[src/rtl/add_pipe_acc_if.sv]
// Valid/ready operand and result bundle for add_pipe_acc.
// Master drives operands and out_ready; slave returns in_ready, result and the overflow flag.
interface add_pipe_acc_if #(
    parameter int WIDTH = 16
);
    logic             in_valid;
    logic             in_ready;
    logic [WIDTH-1:0] a;
    logic [WIDTH-1:0] b;
    logic [1:0]       mode;
    logic             out_valid;
    logic             out_ready;
    logic [WIDTH:0]   result;
    logic             acc_ovf;

    modport master (
        output in_valid, a, b, mode, out_ready,
        input  in_ready, out_valid, result, acc_ovf
    );

    modport slave (
        input  in_valid, a, b, mode, out_ready,
        output in_ready, out_valid, result, acc_ovf
    );
endinterface

[src/rtl/add_pipe_acc.sv]
// Pipelined add/sub/accumulate/load. Result valid STAGES edges after the accept edge, 1 op/cycle.
// Backpressure: out_valid && !out_ready freezes every stage, ACC and acc_ovf; in_ready = !stall.
module add_pipe_acc #(
    parameter int WIDTH  = 16,
    parameter int STAGES = 2,
    parameter int SIGNED = 0
) (
    input  logic         clk,
    input  logic         reset_n,
    add_pipe_acc_if.slave bus
);
    localparam int W1    = WIDTH + 1;
    localparam int DEPTH = STAGES + 1;

    logic [W1-1:0]    r_val [DEPTH];
    logic [DEPTH-1:0] r_vld;
    logic [W1-1:0]    r_acc;
    logic             r_ovf;

    logic          w_stall;
    logic          w_accept;
    logic [W1-1:0] w_ext_a;
    logic [W1-1:0] w_ext_b;
    logic [W1:0]   w_acc_sum;
    logic          w_wrap;
    logic [W1-1:0] w_stage1;
    logic [W1-1:0] w_acc_nxt;
    logic          w_ovf_nxt;

    assign w_stall  = r_vld[DEPTH-1] && !bus.out_ready;
    assign w_accept = bus.in_valid && !w_stall;

    assign w_ext_a = {((SIGNED != 0) ? bus.a[WIDTH-1] : 1'b0), bus.a};
    assign w_ext_b = {((SIGNED != 0) ? bus.b[WIDTH-1] : 1'b0), bus.b};

    // One extra bit so the unsigned carry out of bit WIDTH is visible.
    assign w_acc_sum = {1'b0, r_acc} + {1'b0, w_ext_a};
    assign w_wrap    = (SIGNED != 0)
                     ? ((r_acc[W1-1] == w_ext_a[W1-1]) && (w_acc_sum[W1-1] != r_acc[W1-1]))
                     : w_acc_sum[W1];

    always_comb begin
        w_stage1  = '0;
        w_acc_nxt = r_acc;
        w_ovf_nxt = r_ovf;
        case (bus.mode)
            2'b00: w_stage1 = w_ext_a + w_ext_b;
            2'b01: w_stage1 = w_ext_a - w_ext_b;
            2'b10: begin
                w_acc_nxt = w_acc_sum[W1-1:0];
                w_stage1  = w_acc_sum[W1-1:0];
                w_ovf_nxt = r_ovf | w_wrap;
            end
            default: begin
                w_acc_nxt = w_ext_a;
                w_stage1  = w_ext_a;
                w_ovf_nxt = 1'b0;
            end
        endcase
    end

    // Values only move alongside a valid bit, so result holds through bubbles.
    always_ff @(posedge clk) begin
        if (!reset_n) begin
            r_vld <= '0;
            r_acc <= '0;
            r_ovf <= 1'b0;
            for (int i = 0; i < DEPTH; i++) begin
                r_val[i] <= '0;
            end
        end else if (!w_stall) begin
            r_vld[0] <= w_accept;
            if (w_accept) begin
                r_val[0] <= w_stage1;
                r_acc    <= w_acc_nxt;
                r_ovf    <= w_ovf_nxt;
            end
            for (int i = 1; i < DEPTH; i++) begin
                r_vld[i] <= r_vld[i-1];
                if (r_vld[i-1]) begin
                    r_val[i] <= r_val[i-1];
                end
            end
        end
    end

    assign bus.in_ready  = !w_stall;
    assign bus.out_valid = r_vld[DEPTH-1];
    assign bus.result    = r_val[DEPTH-1];
    assign bus.acc_ovf   = r_ovf;
endmodule

[src/flat_wrapper.sv]
// flat-port wrapper written by rule: the top's interface ports become plain ports
module add_pipe_acc_flat 
#(
    parameter int WIDTH  = 16,
    parameter int STAGES = 2,
    parameter int SIGNED = 0
)
  (clk, reset_n, bus_in_valid, bus_a, bus_b, bus_mode, bus_out_ready, bus_in_ready, bus_out_valid, bus_result, bus_acc_ovf);
  add_pipe_acc_if #(.WIDTH(WIDTH)) bus_i ();
  input  logic clk;
  input  logic reset_n;
  input wire logic [$bits(bus_i.in_valid)-1:0] bus_in_valid;
  input wire logic [$bits(bus_i.a)-1:0] bus_a;
  input wire logic [$bits(bus_i.b)-1:0] bus_b;
  input wire logic [$bits(bus_i.mode)-1:0] bus_mode;
  input wire logic [$bits(bus_i.out_ready)-1:0] bus_out_ready;
  output wire logic [$bits(bus_i.in_ready)-1:0] bus_in_ready;
  output wire logic [$bits(bus_i.out_valid)-1:0] bus_out_valid;
  output wire logic [$bits(bus_i.result)-1:0] bus_result;
  output wire logic [$bits(bus_i.acc_ovf)-1:0] bus_acc_ovf;
  assign bus_i.in_valid = bus_in_valid;
  assign bus_i.a = bus_a;
  assign bus_i.b = bus_b;
  assign bus_i.mode = bus_mode;
  assign bus_i.out_ready = bus_out_ready;
  assign bus_in_ready = bus_i.in_ready;
  assign bus_out_valid = bus_i.out_valid;
  assign bus_result = bus_i.result;
  assign bus_acc_ovf = bus_i.acc_ovf;
  add_pipe_acc #(.WIDTH(WIDTH), .STAGES(STAGES), .SIGNED(SIGNED)) u_core (.clk(clk), .reset_n(reset_n), .bus(bus_i));
endmodule
[config.mk]
export PLATFORM = sky130hd
export DESIGN_NAME = add_pipe_acc_flat
export DESIGN_NICKNAME = d
export VERILOG_FILES = /design/src/rtl/add_pipe_acc_if.sv /design/src/rtl/add_pipe_acc.sv /design/src/flat_wrapper.sv
export SDC_FILE = /design/constraint.sdc
export NUM_CORES = 1
export LEC_CHECK = 0
export CAP_MARGIN = 10
export CORE_ASPECT_RATIO = 1.2
export CORE_MARGIN = 5
export CORE_UTILIZATION = 57
export DETAILED_ROUTE_END_ITERATION = 10
export PLACE_DENSITY = 0.81
export SLEW_MARGIN = 20
export SYNTH_ARGS = -nofsm -noshare
export SYNTH_HDL_FRONTEND = slang
export SYNTH_SLANG_ARGS = --single-unit
export TNS_END_PERCENT = 5
[constraint.sdc]
create_clock -name clk -period 4.2 [get_ports clk]
set_clock_uncertainty 0.05 [all_clocks]
set_input_delay 0.84 -clock clk [delete_from_list [all_inputs] [get_ports clk]]
set_output_delay 0.84 -clock clk [all_outputs]
set_load 0.005 [all_outputs]
==> reports/metrics.yaml <==
p_leak_uw: 0.00231
ys_top_cells_by_count: "60 x a21oi_1, 58 x nand2_1, 51 x edfxtp_1"
grt_max_degree: 40
ys_ff_latch: 72
start_util_pct: 58.2
yosysWarnings: 0
clock-root-buffer: "clkbuf_8"
vdd_drop_max_mv: 0.198
maxCapViolCount: 0
num_vias: 4086
maxSlewHeadroom_pct: 44.7
die_area_um2: 10700
overflow: 0
min_from: "u_core.r_acc[0]"
tns_ns: 0
ios: 58
vias_per_cell: 5.80
synth_xor_area_share_pct: 6.54
fin_crit_ns: 3.95
rsz0062_at_grt: "false"
tightestPinTransition_ns: 0.829
muxShareOfSynthArea_pct: 0.883
fmax_ghz: 0.253
post_cts_buffers: 0
htreeDepth: 3
cts_buffers: 9
drc: 0
syn_inst: 543
synth_edf_count: 51
startpoint: "bus_b[5]"
slew_violations: 0
status: "complete, no violations"
crit_path_end_kind: "register"
cp_data_arrival_time_ns: 4.03
r2r_start: "u_core.r_acc[4]"
hold_violations: 0
worstHoldEndpoint: "u_core.r_acc[0]"
numClockSinks: 72
netlist_top_cells_area: "edfxtp_1 31%, dfxtp_1 8.5%, ha_1 8.3%"
gp_congestion: 0.918
async_flop_share_pct: 0
ys.flop_type: "edfxtp_1"
clkPwrFrac_pct: 30.0
synth_area_per_cell_um2: 9.13
die_height_um: 112
core_um2: 8520
synth_top_family_by_area: "compound AO/OA/AOI/OAI gates"
cts_resized: 0
cts_tree: "built"
required_ns: 4.27
die_x_um: 95.1
synth_top_area_cell: "edfxtp_1"
synth_most_common_cell: "a21oi_1"
drt_pass1_iterations: 5
syn2layout_area_growth_pct: 16.5
grt_pass1_wl_um: 18400
netSwitchingPower_uw: 583
antenna_found_initial: 0
synthesis.area_um2: 4960
p_sw_share_pct: 29.3
port-buffer-count: 57
ant_nets: 0
placed_cells: 689
path_class: "input port to register"
finish.cell_count_without_fillers: 705
p_per_area_nw_per_um2: 344
worstSkewPairLatency_ns: 0.36
pwr-share-comb_pct: 27.7
finalWirelength_um: 11300
wire_per_inst_um: 16.0
grt_use_total_pct: 22.1
hold_class: "register to register"
pwr-share-seq_pct: 42.4
synth-compound-area-share_pct: 20.5
drtIter0Drc: 262
hold_buffers: 0
worstReg2RegEnd: "u_core.bus.acc_ovf"
layout-drive-gt1-share_pct: 6.80
worstSetupStartpointType: "input port"
regToRegSetupSlack_ns: 1.63
hold_depth: 2
synth_simple_gate_area_share_pct: 18.2
core.rowCount: 37
worstPathMaxFanout: 4
yosysUniqueCellTypes: 61
finish.net_count: 656
setup_violations: 0
clkTransAtPathRegs_ns: 0.08
antenna_cells: 0
hpwl_um: 8570
min_period_over_period_pct: 94.2
r2r_cells: 8
cts_buffer_depth: 2
synth-seq-area-share_pct: 39.4
grt_pass1_vias: 3958
synth.net_count: 616
p_int_uw: 1410
holdWs_ns: 0.412
synth_top_area_share_pct: 30.9
yosys.area_share.adder_pct: 9.13
routing by layer:
layer	GRT usage, %	share of wire (%)	up-vias
li1	-	-	2047
met1	27.3	43	1921
met5	0	0	-
met4	8.95	2.0	0
met3	2.41	5.0	14
met2	38.5	50	104
how the worst max path moves through the flow:
| stage | depth (start not counted) | endpoint | slack, ns |
|---|---|---|---|
| after global placement | 13 | u_core.r_val[0][14] | 0.03 |
| after detailed placement | 13 | u_core.r_val[0][14] | -0.1 |
| after CTS | 13 | u_core.r_val[0][14] | 0.30 |
| final | 13 | u_core.r_val[0][14] | 0.25 |
| after global routing | 13 | u_core.r_val[0][14] | 0.12 |
| after floorplan | 12 | u_core.r_val[0][15] | 0.80 |
critical path, stage by stage:
cell	delay [ns]
clkdlybuf4s50_1	0.47
nor4_1	0.52
and2_1	0.27
nor2_1	0.07
xnor2_1	0.13
ha_1	0.33
a21oi_1	0.24
nand2_1	0.07
o21ai_0	0.37
nand2_1	0.20
o221ai_1	0.23
xnor2_1	0.09
o211a_1	0.21
through the flow:
stage | setup slack, ns | power (µW) | utilization [%] | cell area, µm²
floorplan | 0.801 | 1240 | - | 4960
global placement | 0.0303 | 1390 | 65.3 | 5560
detailed placement | -0.0992 | 1400 | 65.3 | 5560
CTS | 0.300 | 2000 | 67.8 | 5770
global route | 0.120 | 2090 | 67.8 | 5770
finish | 0.245 | 1990 | 67.8 | 5770
layout make-up:
type | count | area [µm²]
multi-input cells | 418 | 2750
inverters | 11 | 41.3
clock inverters | 6 | 83.8
repair buffers | 71 | 676
clock buffers | 10 | 128
fillers | 716 | 2740
well taps | 117 | 146
flip-flops and latches | 72 | 1950
power groups by stage:
| stage | clock network (µW) | logic (µW) | registers [µW] |
|---|---|---|---|
| 2_1_floorplan | 0 | 387 | 852 |
| 3_3_place_gp | 0 | 533 | 856 |
| 3_5_place_dp | 0 | 544 | 859 |
| 4_1_cts | 607 | 547 | 843 |
| 5_1_grt | 637 | 609 | 848 |
| 6_report | 596 | 550 | 843 |
registers in the layout, indices dropped and copies added (netlist names):
register            cells
u_core.bus.acc_ovf      1
u_core.r_vld            3
u_core.r_val           51
u_core.r_acc           17
cell families after synthesis:
| group | after synthesis |
|---|---|
| DFF | 72 |
| xor gates and xnor gates | 37 |
| muxes | 4 |
| adders and majority gates | 35 |
| buffers and inverters | 53 |
| and+or+nand+nor | 181 |
| AOI/OAI and AO/OA | 161 |
cells in the final DEF, fill, tap and decap left out, types with 14 or more instances in the layout:
cell type and count:
nor2_1 37, clkdlybuf4s50_1 57, buf_4 14, nand2_1 58, xnor2_1 30, edfxtp_1 51
ha_1 33, dfxtp_1 21, o21ai_0 29, a31oi_1 18, a21oi_1 60, and2_1 36
No activity file was read; power rests on OpenSTA's default activity.
